File: config.mk
export PLATFORM = sky130hd
export DESIGN_NAME = change_dispenser
export DESIGN_NICKNAME = d
export VERILOG_FILES = /design/src/rtl/vend_pkg.sv /design/src/rtl/change_coin_select.sv /design/src/rtl/change_dispenser.sv
export SDC_FILE = /design/constraint.sdc
export NUM_CORES = 1
export LEC_CHECK = 0
export CAP_MARGIN = 20
export CORE_MARGIN = 2
export CORE_UTILIZATION = 52
export DETAILED_ROUTE_END_ITERATION = 6
export MAX_ROUTING_LAYER = met4
export PLACE_DENSITY = 0.87
export SLEW_MARGIN = 20
export SYNTH_ARGS = -nofsm -noshare
export SYNTH_HDL_FRONTEND = slang
export SYNTH_SLANG_ARGS = --single-unit
File: constraint.sdc
create_clock -name clk -period 3.7 [get_ports clk]
set_input_delay 0.555 -clock clk [delete_from_list [all_inputs] [get_ports clk]]
set_output_delay 0.555 -clock clk [all_outputs]
set_load 0.1 [all_outputs]
File: src/rtl/vend_pkg.sv
// Shared state encoding, coin encodings and coin values for the change dispenser.
package vend_pkg;

    typedef enum logic [1:0] {
        ST_IDLE   = 2'd0,
        ST_SELECT = 2'd1,
        ST_EJECT  = 2'd2,
        ST_DONE   = 2'd3
    } state_e;

    localparam logic [1:0] COIN_NONE    = 2'd0;
    localparam logic [1:0] COIN_NICKEL  = 2'd1;
    localparam logic [1:0] COIN_DIME    = 2'd2;
    localparam logic [1:0] COIN_QUARTER = 2'd3;

    localparam logic [7:0] VAL_NICKEL  = 8'd5;
    localparam logic [7:0] VAL_DIME    = 8'd10;
    localparam logic [7:0] VAL_QUARTER = 8'd25;

endpackage

File: src/rtl/change_coin_select.sv
// Greedy coin choice: the largest coin that still fits in the remaining amount.
module change_coin_select
    import vend_pkg::*;
(
    input  logic [7:0] remaining,
    output logic [1:0] coin_type,
    output logic [7:0] coin_value
);

    always_comb begin
        coin_type  = COIN_NONE;
        coin_value = 8'd0;
        if (remaining >= VAL_QUARTER) begin
            coin_type  = COIN_QUARTER;
            coin_value = VAL_QUARTER;
        end else if (remaining >= VAL_DIME) begin
            coin_type  = COIN_DIME;
            coin_value = VAL_DIME;
        end else if (remaining >= VAL_NICKEL) begin
            coin_type  = COIN_NICKEL;
            coin_value = VAL_NICKEL;
        end
    end

endmodule

File: src/rtl/change_dispenser.sv
// Change payout FSM: presents coins one at a time until less than a nickel remains.
// Optional coin_ack timeout is enabled with `define CHANGE_TIMEOUT_EN.
module change_dispenser
    import vend_pkg::*;
#(
    parameter int TIMEOUT_CYCLES = 255
) (
    input  logic       clk,
    input  logic       rst,
    input  logic       start,
    input  logic [7:0] amount,
    input  logic       coin_ack,
    output logic       coin_valid,
    output logic [1:0] coin_type,
    output logic       busy,
    output logic       done,
    output logic [7:0] residual,
    output logic       err
);

    state_e     state_q, state_d;
    logic [7:0] remaining_q, remaining_d;
    logic       coin_valid_q, coin_valid_d;
    logic [1:0] coin_type_q, coin_type_d;
    logic       busy_q, busy_d;
    logic       done_q, done_d;
    logic [7:0] residual_q, residual_d;
    logic       ack_taken;
    logic [1:0] sel_type;
    logic [7:0] sel_value;

`ifdef CHANGE_TIMEOUT_EN
    localparam int CNT_W = (TIMEOUT_CYCLES > 1) ? $clog2(TIMEOUT_CYCLES) : 1;
    logic [CNT_W-1:0] cnt_q, cnt_d;
    logic             abort_q, abort_d;
    logic             err_q, err_d;
`else
    logic unused_timeout;
    assign unused_timeout = (TIMEOUT_CYCLES == 0);
`endif

    change_coin_select u_select (
        .remaining  (remaining_q),
        .coin_type  (sel_type),
        .coin_value (sel_value)
    );

    // An ack only counts once the coin is actually visible on coin_valid.
    assign ack_taken = (state_q == ST_EJECT) && coin_valid_q && coin_ack;

    always_comb begin
        state_d     = state_q;
        remaining_d = remaining_q;
`ifdef CHANGE_TIMEOUT_EN
        cnt_d       = cnt_q;
        abort_d     = abort_q;
`endif
        case (state_q)
            ST_IDLE: begin
                if (start) begin
                    remaining_d = amount;
                    state_d     = ST_SELECT;
`ifdef CHANGE_TIMEOUT_EN
                    abort_d     = 1'b0;
`endif
                end
            end
            ST_SELECT: begin
                state_d = (sel_type == COIN_NONE) ? ST_DONE : ST_EJECT;
`ifdef CHANGE_TIMEOUT_EN
                cnt_d   = '0;
`endif
            end
            ST_EJECT: begin
                if (ack_taken) begin
                    remaining_d = remaining_q - sel_value;
                    state_d     = ST_SELECT;
                end
`ifdef CHANGE_TIMEOUT_EN
                else if (cnt_q == CNT_W'(TIMEOUT_CYCLES - 1)) begin
                    abort_d = 1'b1;
                    state_d = ST_DONE;
                end else begin
                    cnt_d = cnt_q + 1'b1;
                end
`endif
            end
            ST_DONE: begin
                state_d = ST_IDLE;
            end
            default: begin
                state_d = ST_IDLE;
            end
        endcase

        // Outputs are registered, so the coin shows one cycle after EJECT is entered.
        coin_valid_d = (state_q == ST_EJECT) && (state_d == ST_EJECT);
        coin_type_d  = coin_valid_d ? sel_type : COIN_NONE;
        busy_d       = (state_d != ST_IDLE);
        done_d       = (state_q == ST_DONE);
        residual_d   = done_d ? remaining_q : 8'd0;
`ifdef CHANGE_TIMEOUT_EN
        err_d        = done_d && abort_q;
`endif
    end

    always_ff @(posedge clk) begin
        if (rst) begin
            state_q      <= ST_IDLE;
            remaining_q  <= 8'd0;
            coin_valid_q <= 1'b0;
            coin_type_q  <= COIN_NONE;
            busy_q       <= 1'b0;
            done_q       <= 1'b0;
            residual_q   <= 8'd0;
`ifdef CHANGE_TIMEOUT_EN
            cnt_q        <= '0;
            abort_q      <= 1'b0;
            err_q        <= 1'b0;
`endif
        end else begin
            state_q      <= state_d;
            remaining_q  <= remaining_d;
            coin_valid_q <= coin_valid_d;
            coin_type_q  <= coin_type_d;
            busy_q       <= busy_d;
            done_q       <= done_d;
            residual_q   <= residual_d;
`ifdef CHANGE_TIMEOUT_EN
            cnt_q        <= cnt_d;
            abort_q      <= abort_d;
            err_q        <= err_d;
`endif
        end
    end

    assign coin_valid = coin_valid_q;
    assign coin_type  = coin_type_q;
    assign busy       = busy_q;
    assign done       = done_q;
    assign residual   = residual_q;
`ifdef CHANGE_TIMEOUT_EN
    assign err        = err_q;
`else
    assign err        = 1'b0;
`endif

endmodule
==> run_results.csv, run 1 <==
group,metric,value,unit
setup_path,start_kind,"flip-flop",
setup_path,reg2reg_to,"remaining_q[6]$_SDFFE_PP0P_",
finish,multi_input_area,643.1,sq um
power_and_ir_drop,fin_total_pwr,664.1,uW
setup_path,crit_top_cell,"a31oi_1",
yosys,synthXorXnorAreaFrac,0.007568,
grt,grt-ovfl-total,0,
finish,area_growth,22.38,%
power_and_ir_drop,p_leak,0.5342,nW
setup_path,worst-setup-path-type,"flip-flop to flip-flop",
cts,clockRootBuffer,"clkbuf_4",
yosys,ys_ff_latch,23,
finish,drive_gt1_frac,0.04545,
yosys,synth_area_leaders,"dfxtp_1 40%, nand2_1 5.8%, and2_1 5.4%",
yosys,yosysTopAreaCellShare,0.3978,
cts,cts_resized,0,
yosys,synth.distinct_cells,37,
setup_path,path_max_fanout,6,
finish,regArea,460.4,sq um
setup_path,ff2ff_path_depth,9,
yosys,synth_edf_count,0,
timing,maxSlewViolCount,0,
floorplanning,dieWidth,51.18,um
power_and_ir_drop,power.density,468.9,nW/um^2
cts,clock-sinks,23,
yosys,syn_nets,150,
drt,wl_per_cell,12.91,um
yosys,synthesis.area,1157,sq um
finish,final_area,1416,sq um
yosys,synth_ff_type,"dfxtp_1",
grt,grt_pass1_vias,911,
place,port_buffers,24,
drt,ant_nets,0,
yosys,synthSimpleGateAreaFrac,0.2454,
cts,cts_buffers,3,
floorplanning,rows,17,
setup_path,r2r_start,"remaining_q[5]$_SDFFE_PP0P_",
yosys,synthMuxAreaShare,0.01838,
status,status,"completed",
timing,period_needed,2.487,ns
grt,grt_pass1_wl,3.684,mm
timing,fmax,402.1,MHz
worst_hold_path,min_from,"remaining_q[7]$_SDFFE_PP0P_",
timing,slew_headroom,0.3461,
cts,clk_pin_slew,0.12,ns
yosys,synthAdderAreaFrac,0.07135,
cts,cts_hold_buf,0,
yosys,synthCells,132,
place,place_area,1390,sq um
yosys,syn_area_per_cell,8.768,sq um
yosys,yosysTopAreaCell,"dfxtp_1",
setup_path,critPathCaptureType,"flip-flop",
setup_path,cpMaxStageDelayCell,"fa_1",
yosys,synth_most_common_cell,"dfxtp_1",
yosys,async_reset_ff_frac,0,
timing,fin_skew,0.007294,ns
drt,via_count,1015,
yosys,yosysWarnings,0,
cts,cts_tree,"built",
floorplanning,core,2148,sq um
floorplanning,die_area,2619,sq um
timing,rsz0062_at_grt,"no",
timing,final.period_utilization,0.6721,
setup_path,crit_chain,"nor3_1 > nor2b_1 > nand2b_1 > fa_1 > a211oi_1 > o21ai_0 > nor4_1 > a31oi_1 > a31oi_1",
setup_path,r2r_slack,1.21,ns
worst_hold_path,hold_class,"flip-flop to flip-flop",
drt,vias_per_cell,5.577,
timing,finalSetupTns,0,ns
drt,totalWireLength,2.349,mm
power_and_ir_drop,peakVddDrop,0.3005,mV
timing,worst_pin_slew,0.9778,ns
place,dp_hpwl,1.777,mm
drt,drt_pass1_iterations,4,
setup_path,crit_required,3.95,ns
cts,cts_setup_buffers,0,
floorplanning,pin_count,26,
cts,clock_path_buffers,2,
timing,hold_viol_final,0,
cts,clk_latency,0.31,ns
drt,drcViolationCount,0,
yosys,synth_top_family_by_area,"simple AND/OR/NAND/NOR gates",
finish,fillers,182,
drt,drt_iter0_markers,38,
worst_hold_path,hold_depth,1,
floorplanning,initial_core_util,0.5387,
worst_hold_path,min_to,"residual[7]$_SDFF_PP0_",
floorplanning,dieHeight,51.18,um
grt,globalRouteTotalUtil,0.1968,
setup_path,max_stage_delay,0.45,ns
finish,antennaDiodeCount,0,
cts,htree_levels,1,
yosys,synth_compound_area_frac,0.2097,
place,gp_congestion,0.8810,
yosys,synthTopCellsByCount,"23 x dfxtp_1, 18 x nand2_1, 11 x nor2_1",
finish,nNetsFinal,173,
job,drv_cap,0,
setup_path,arrival,2.73,ns
grt,grt_max_degree,16,
grt,antenna_found_initial,0,
yosys,yosysSeqAreaShare,0.3978,
timing,finalSetupViolations,0,
[layout by cell type (no fill, tap or decap), types with 4 or more instances in the layout]
cell type	count
o21ai_0	4
a21oi_1	5
clkdlybuf4s50_1	24
dfxtp_1	23
a211oi_1	8
nand2_1	18
ha_1	5
nor3_1	6
nor2_1	11
and2_1	10
[per-stage QoR]
| stage | hold WS (ns) | instances | util | worst slack [ns] |
|---|---|---|---|---|
| CTS | 0.5268 | 182 | 0.6593 | 1.229 |
| global placement | 0.5022 | 178 | 0.6471 | 1.359 |
| finish | 0.5277 | 182 | 0.6593 | 1.213 |
| detailed placement | 0.5093 | 178 | 0.6471 | 1.271 |
| floorplan | 0.4729 | 132 | - | 1.425 |
| global route | 0.5467 | 182 | 0.6593 | 0.9041 |
[registers in the layout (all words and copies together), names as in the netlist]
register / cells
coin_valid: 1
state_q: 2
residual: 8
remaining_q: 8
done: 1
coin_type: 2
busy: 1
[routing by layer]
| metal | track usage | part of all wire |
|---|---|---|
| met2 | 0.3398 | 0.50 |
| met4 | 0.1081 | 0.030 |
| met1 | 0.2189 | 0.43 |
| met5 | - | 0 |
| met3 | 0.02632 | 0.041 |
[kinds of logic (layout without fill, tap and decap cells)]
| logic type | after synthesis | in the layout |
|---|---|---|
| buffers and inverters | 9 | 31 |
| other | 1 | 1 |
| multiplexers | 2 | 2 |
| flip-flops | 23 | 23 |
| AND/OR/NAND/NOR | 57 | 57 |
| adder cells (fa/ha/maj) | 6 | 6 |
| AO/OA/AOI/OAI | 33 | 33 |
| XOR/XNOR | 1 | 1 |
[worst max path at each step]
stage	slack, ns	cells past startpoint	end	from
floorplan	1.42	11	remaining_q[6]$_SDFFE_PP0P_	remaining_q[1]$_SDFFE_PP0P_
global placement	1.36	10	remaining_q[6]$_SDFFE_PP0P_	remaining_q[1]$_SDFFE_PP0P_
detailed placement	1.27	12	remaining_q[6]$_SDFFE_PP0P_	remaining_q[1]$_SDFFE_PP0P_
CTS	1.23	9	remaining_q[6]$_SDFFE_PP0P_	remaining_q[5]$_SDFFE_PP0P_
global route	0.90	12	remaining_q[6]$_SDFFE_PP0P_	remaining_q[1]$_SDFFE_PP0P_
finish	1.21	9	remaining_q[6]$_SDFFE_PP0P_	remaining_q[5]$_SDFFE_PP0P_
[area by class of cell]
| type | instances | share of cell area |
|---|---|---|
| inverters | 3 | 0.007951 |
| multi-input cells | 100 | 0.4541 |
| repair buffers | 24 | 0.1696 |
| well taps | 28 | 0.02473 |
| clock buffers | 4 | 0.01855 |
| flip-flops and latches | 23 | 0.3251 |
[power breakdown]
| part | total (mW) | internal, mW | leakage (nW) | switching, mW |
|---|---|---|---|---|
| clock network | 0.113 | 0.0422 | 0.0150 | 0.0712 |
| registers | 0.286 | 0.265 | 0.188 | 0.0218 |
| logic | 0.264 | 0.106 | 0.332 | 0.158 |
[critical path, delay by kind of cell, from the launching register on]
| family | cells | cell delay (ns) |
|---|---|---|
| AO/OA/AOI/OAI | 4 | 0.66 |
| adder cells (fa/ha/maj) | 1 | 0.45 |
| flip-flops | 1 | 0.38 |
| AND/OR/NAND/NOR | 4 | 0.92 |
(Power assumes the default switching activity.)
==> run 2, diff against run 1 <==
- CORE_UTILIZATION: 52 -> 44
- PLACE_DENSITY: 0.87 -> 0.79
- clock period: 3.7 -> 2.2 ns (I/O delays scaled with it)
==> run 2 against run 1 <==
Via count increased by 10%. Hold slack got worse by 0.014 ns. Clock skew increased by 0.0025 ns. Global-route usage increased by 0.058 points. Core utilization decreased by 2.6 points. Die area increased by 17%. The run now ends with negative setup slack left. Setup slack got worse by 1.3 ns. Power increased by 95%. Highest routed layer unchanged. Register-to-register slack got worse by 1.3 ns.
==> run_results.csv, run 2 (synthesis gave the netlist of run 1 again) <==
group,metric,value,unit
status,status,"complete, but fails checks",
status,violations,"negative setup slack",
finish,nNetsFinal,190,
drt,ant_nets,0,
finish,layout_commonest_cell,"buf_4",
drt,drt_iter0_markers,25,
floorplanning,core,2477,sq um
cts,cts_hold_buf,0,
grt,grt_pass1_wl,4.774,mm
setup_path,critPathCaptureType,"flip-flop",
worst_hold_path,min_from,"remaining_q[3]$_SDFFE_PP0P_",
floorplanning,dieWidth,55.29,um
grt,grt-ovfl-total,0,
drt,drcViolationCount,0,
worst_hold_path,hold_class,"flip-flop to flip-flop",
power_and_ir_drop,peakVddDrop,0.5307,mV
finish,regArea,466.7,sq um
cts,clock_path_buffers,2,
power_and_ir_drop,p_int,807.8,uW
power_and_ir_drop,switching_share,0.3769,
timing,hold_viol_final,0,
power_and_ir_drop,power_frac_seq,0.365,
worst_hold_path,hold_depth,1,
drt,wl_per_cell,14.09,um
cts,clock-sinks,23,
cts,htree_levels,1,
place,dp_hpwl,2.140,mm
place,gp_congestion,0.9024,
setup_path,crit_chain,"o21a_1 > nor2_2 > o21ai_1 > nand2_1 > ha_2 > inv_2 > fa_2 > buf_4 > buf_6 > buf_4 > xnor2_2 > nand2_1 > o211ai_1 > a21oi_1",
floorplanning,pin_count,26,
finish,multi_input_area,686.9,sq um
timing,maxSlewViolCount,0,
cts,clk_latency,0.32,ns
grt,grt_max_degree,14,
setup_path,cpMaxStageDelayCell,"dfxtp_4",
power_and_ir_drop,p_comb_frac,0.482,
drt,totalWireLength,2.832,mm
finish,antennaDiodeCount,0,
timing,fin_skew,0.009782,ns
setup_path,ff2ff_path_depth,14,
timing,period_needed,2.332,ns
cts,cts_buffers,3,
finish,fillers,218,
floorplanning,rows,18,
timing,fmax,428.9,MHz
timing,rsz0062_at_grt,"yes",
power_and_ir_drop,clkPwrFrac,0.153,
grt,grt_pass1_vias,1076,
setup_path,path_max_fanout,5,
setup_path,r2r_slack,-0.13,ns
power_and_ir_drop,power.density,826.3,nW/um^2
setup_path,reg2reg_to,"remaining_q[2]$_SDFFE_PP0P_",
finish,final_cell_mix,"29 x buf_4, 20 x dfxtp_1, 18 x nand2_1",
finish,area_growth,35.57,%
drt,vias_per_cell,5.577,
setup_path,crit_required,2.42,ns
drt,drt_pass1_iterations,4,
floorplanning,die_area,3056,sq um
timing,final.period_utilization,1.060,
setup_path,start_kind,"flip-flop",
setup_path,arrival,2.56,ns
cts,clk_pin_slew,0.13,ns
floorplanning,dieHeight,55.29,um
timing,finalSetupViolations,2,
cts,clockRootBuffer,"clkbuf_4",
timing,setup_slack,-0.1317,ns
grt,globalRouteTotalUtil,0.1974,
finish,utilization,0.6333,
power_and_ir_drop,switching_power,488.7,uW
setup_path,max_stage_delay,0.38,ns
timing,whs,0.5132,ns
drt,via_count,1121,
floorplanning,initial_core_util,0.4672,
setup_path,r2r_start,"remaining_q[1]$_SDFFE_PP0P_",
power_and_ir_drop,fin_total_pwr,1.296,mW
worst_hold_path,min_to,"residual[3]$_SDFF_PP0_",
cts,cts_tree,"built",
job,drv_cap,0,
grt,antenna_found_initial,0,
power_and_ir_drop,p_leak,0.6665,nW
finish,drive_gt1_frac,0.3041,
setup_path,worst-setup-path-type,"flip-flop to flip-flop",
place,port_buffers,24,
-- run 2: worst max path at each step --
stage / from / end / slack (ns) / depth (start not counted)
2_1_floorplan: remaining_q[3]$_SDFFE_PP0P_ / remaining_q[6]$_SDFFE_PP0P_ / 0.04 / 11
3_3_place_gp: remaining_q[1]$_SDFFE_PP0P_ / remaining_q[6]$_SDFFE_PP0P_ / -0.11 / 12
3_5_place_dp: remaining_q[1]$_SDFFE_PP0P_ / remaining_q[6]$_SDFFE_PP0P_ / -0.15 / 12
4_1_cts: remaining_q[1]$_SDFFE_PP0P_ / remaining_q[6]$_SDFFE_PP0P_ / -0.02 / 12
5_1_grt: remaining_q[1]$_SDFFE_PP0P_ / remaining_q[6]$_SDFFE_PP0P_ / -0.23 / 12
6_report: remaining_q[1]$_SDFFE_PP0P_ / remaining_q[2]$_SDFFE_PP0P_ / -0.13 / 14
-- run 2: layout make-up --
type / count / share of cell area
Tap cell: 30 / 0.02392
Clock buffer: 3 / 0.01435
Multi-Input combinational cell: 100 / 0.4378
Timing Repair Buffer: 41 / 0.2161
Clock inverter: 1 / 0.003190
Sequential cell: 23 / 0.2974
Inverter: 3 / 0.007177
-- run 2: per-layer routing --
| layer | track usage | routed length (um) | up-vias |
|---|---|---|---|
| li1 | - | - | 549 |
| met1 | 0.2471 | 1277 | 538 |
| met2 | 0.3095 | 1387 | 27 |
| met3 | 0.03981 | 106 | 7 |
| met4 | 0.08362 | 61 | 0 |
| met5 | - | 0 | - |
-- run 2: repair_timing --
action                     CTS  global route
pin swaps                    1             4
gates resized for setup      8             8
setup buffers                2             1
gates cloned                 0             0
setup endpoints to repair    3             6
-- run 2: power by group through the flow --
stage | clock network [mW] | logic (mW) | registers, mW
finish | 0.199 | 0.625 | 0.473
global route | 0.218 | 0.677 | 0.478
CTS | 0.199 | 0.566 | 0.472
detailed placement | 0 | 0.532 | 0.481
global placement | 0 | 0.519 | 0.480
floorplan | 0 | 0.325 | 0.524
-- run 2: through the flow --
| step | std cells | setup slack (ns) | setup TNS, ns | instance area, sq um |
|---|---|---|---|---|
| after global routing | 201 | -0.2256 | -0.8610 | 1569 |
| after CTS | 200 | -0.02381 | -0.02755 | 1528 |
| after floorplan | 132 | 0.03832 | 0 | 1164 |
| after global placement | 194 | -0.1081 | -0.1651 | 1471 |
| after detailed placement | 194 | -0.1525 | -0.2216 | 1471 |
| final | 201 | -0.1317 | -0.1705 | 1569 |
-- run 2: critical path, delay by kind of cell (launching register included) --
kind                       cells  cell delay (ns)
DFF                            1             0.38
and+or+nand+nor                3             0.28
adders and majority gates      2             0.58
buffers and inverters          4             0.42
xor gates and xnor gates       1             0.14
AOI/OAI and AO/OA              4             0.45
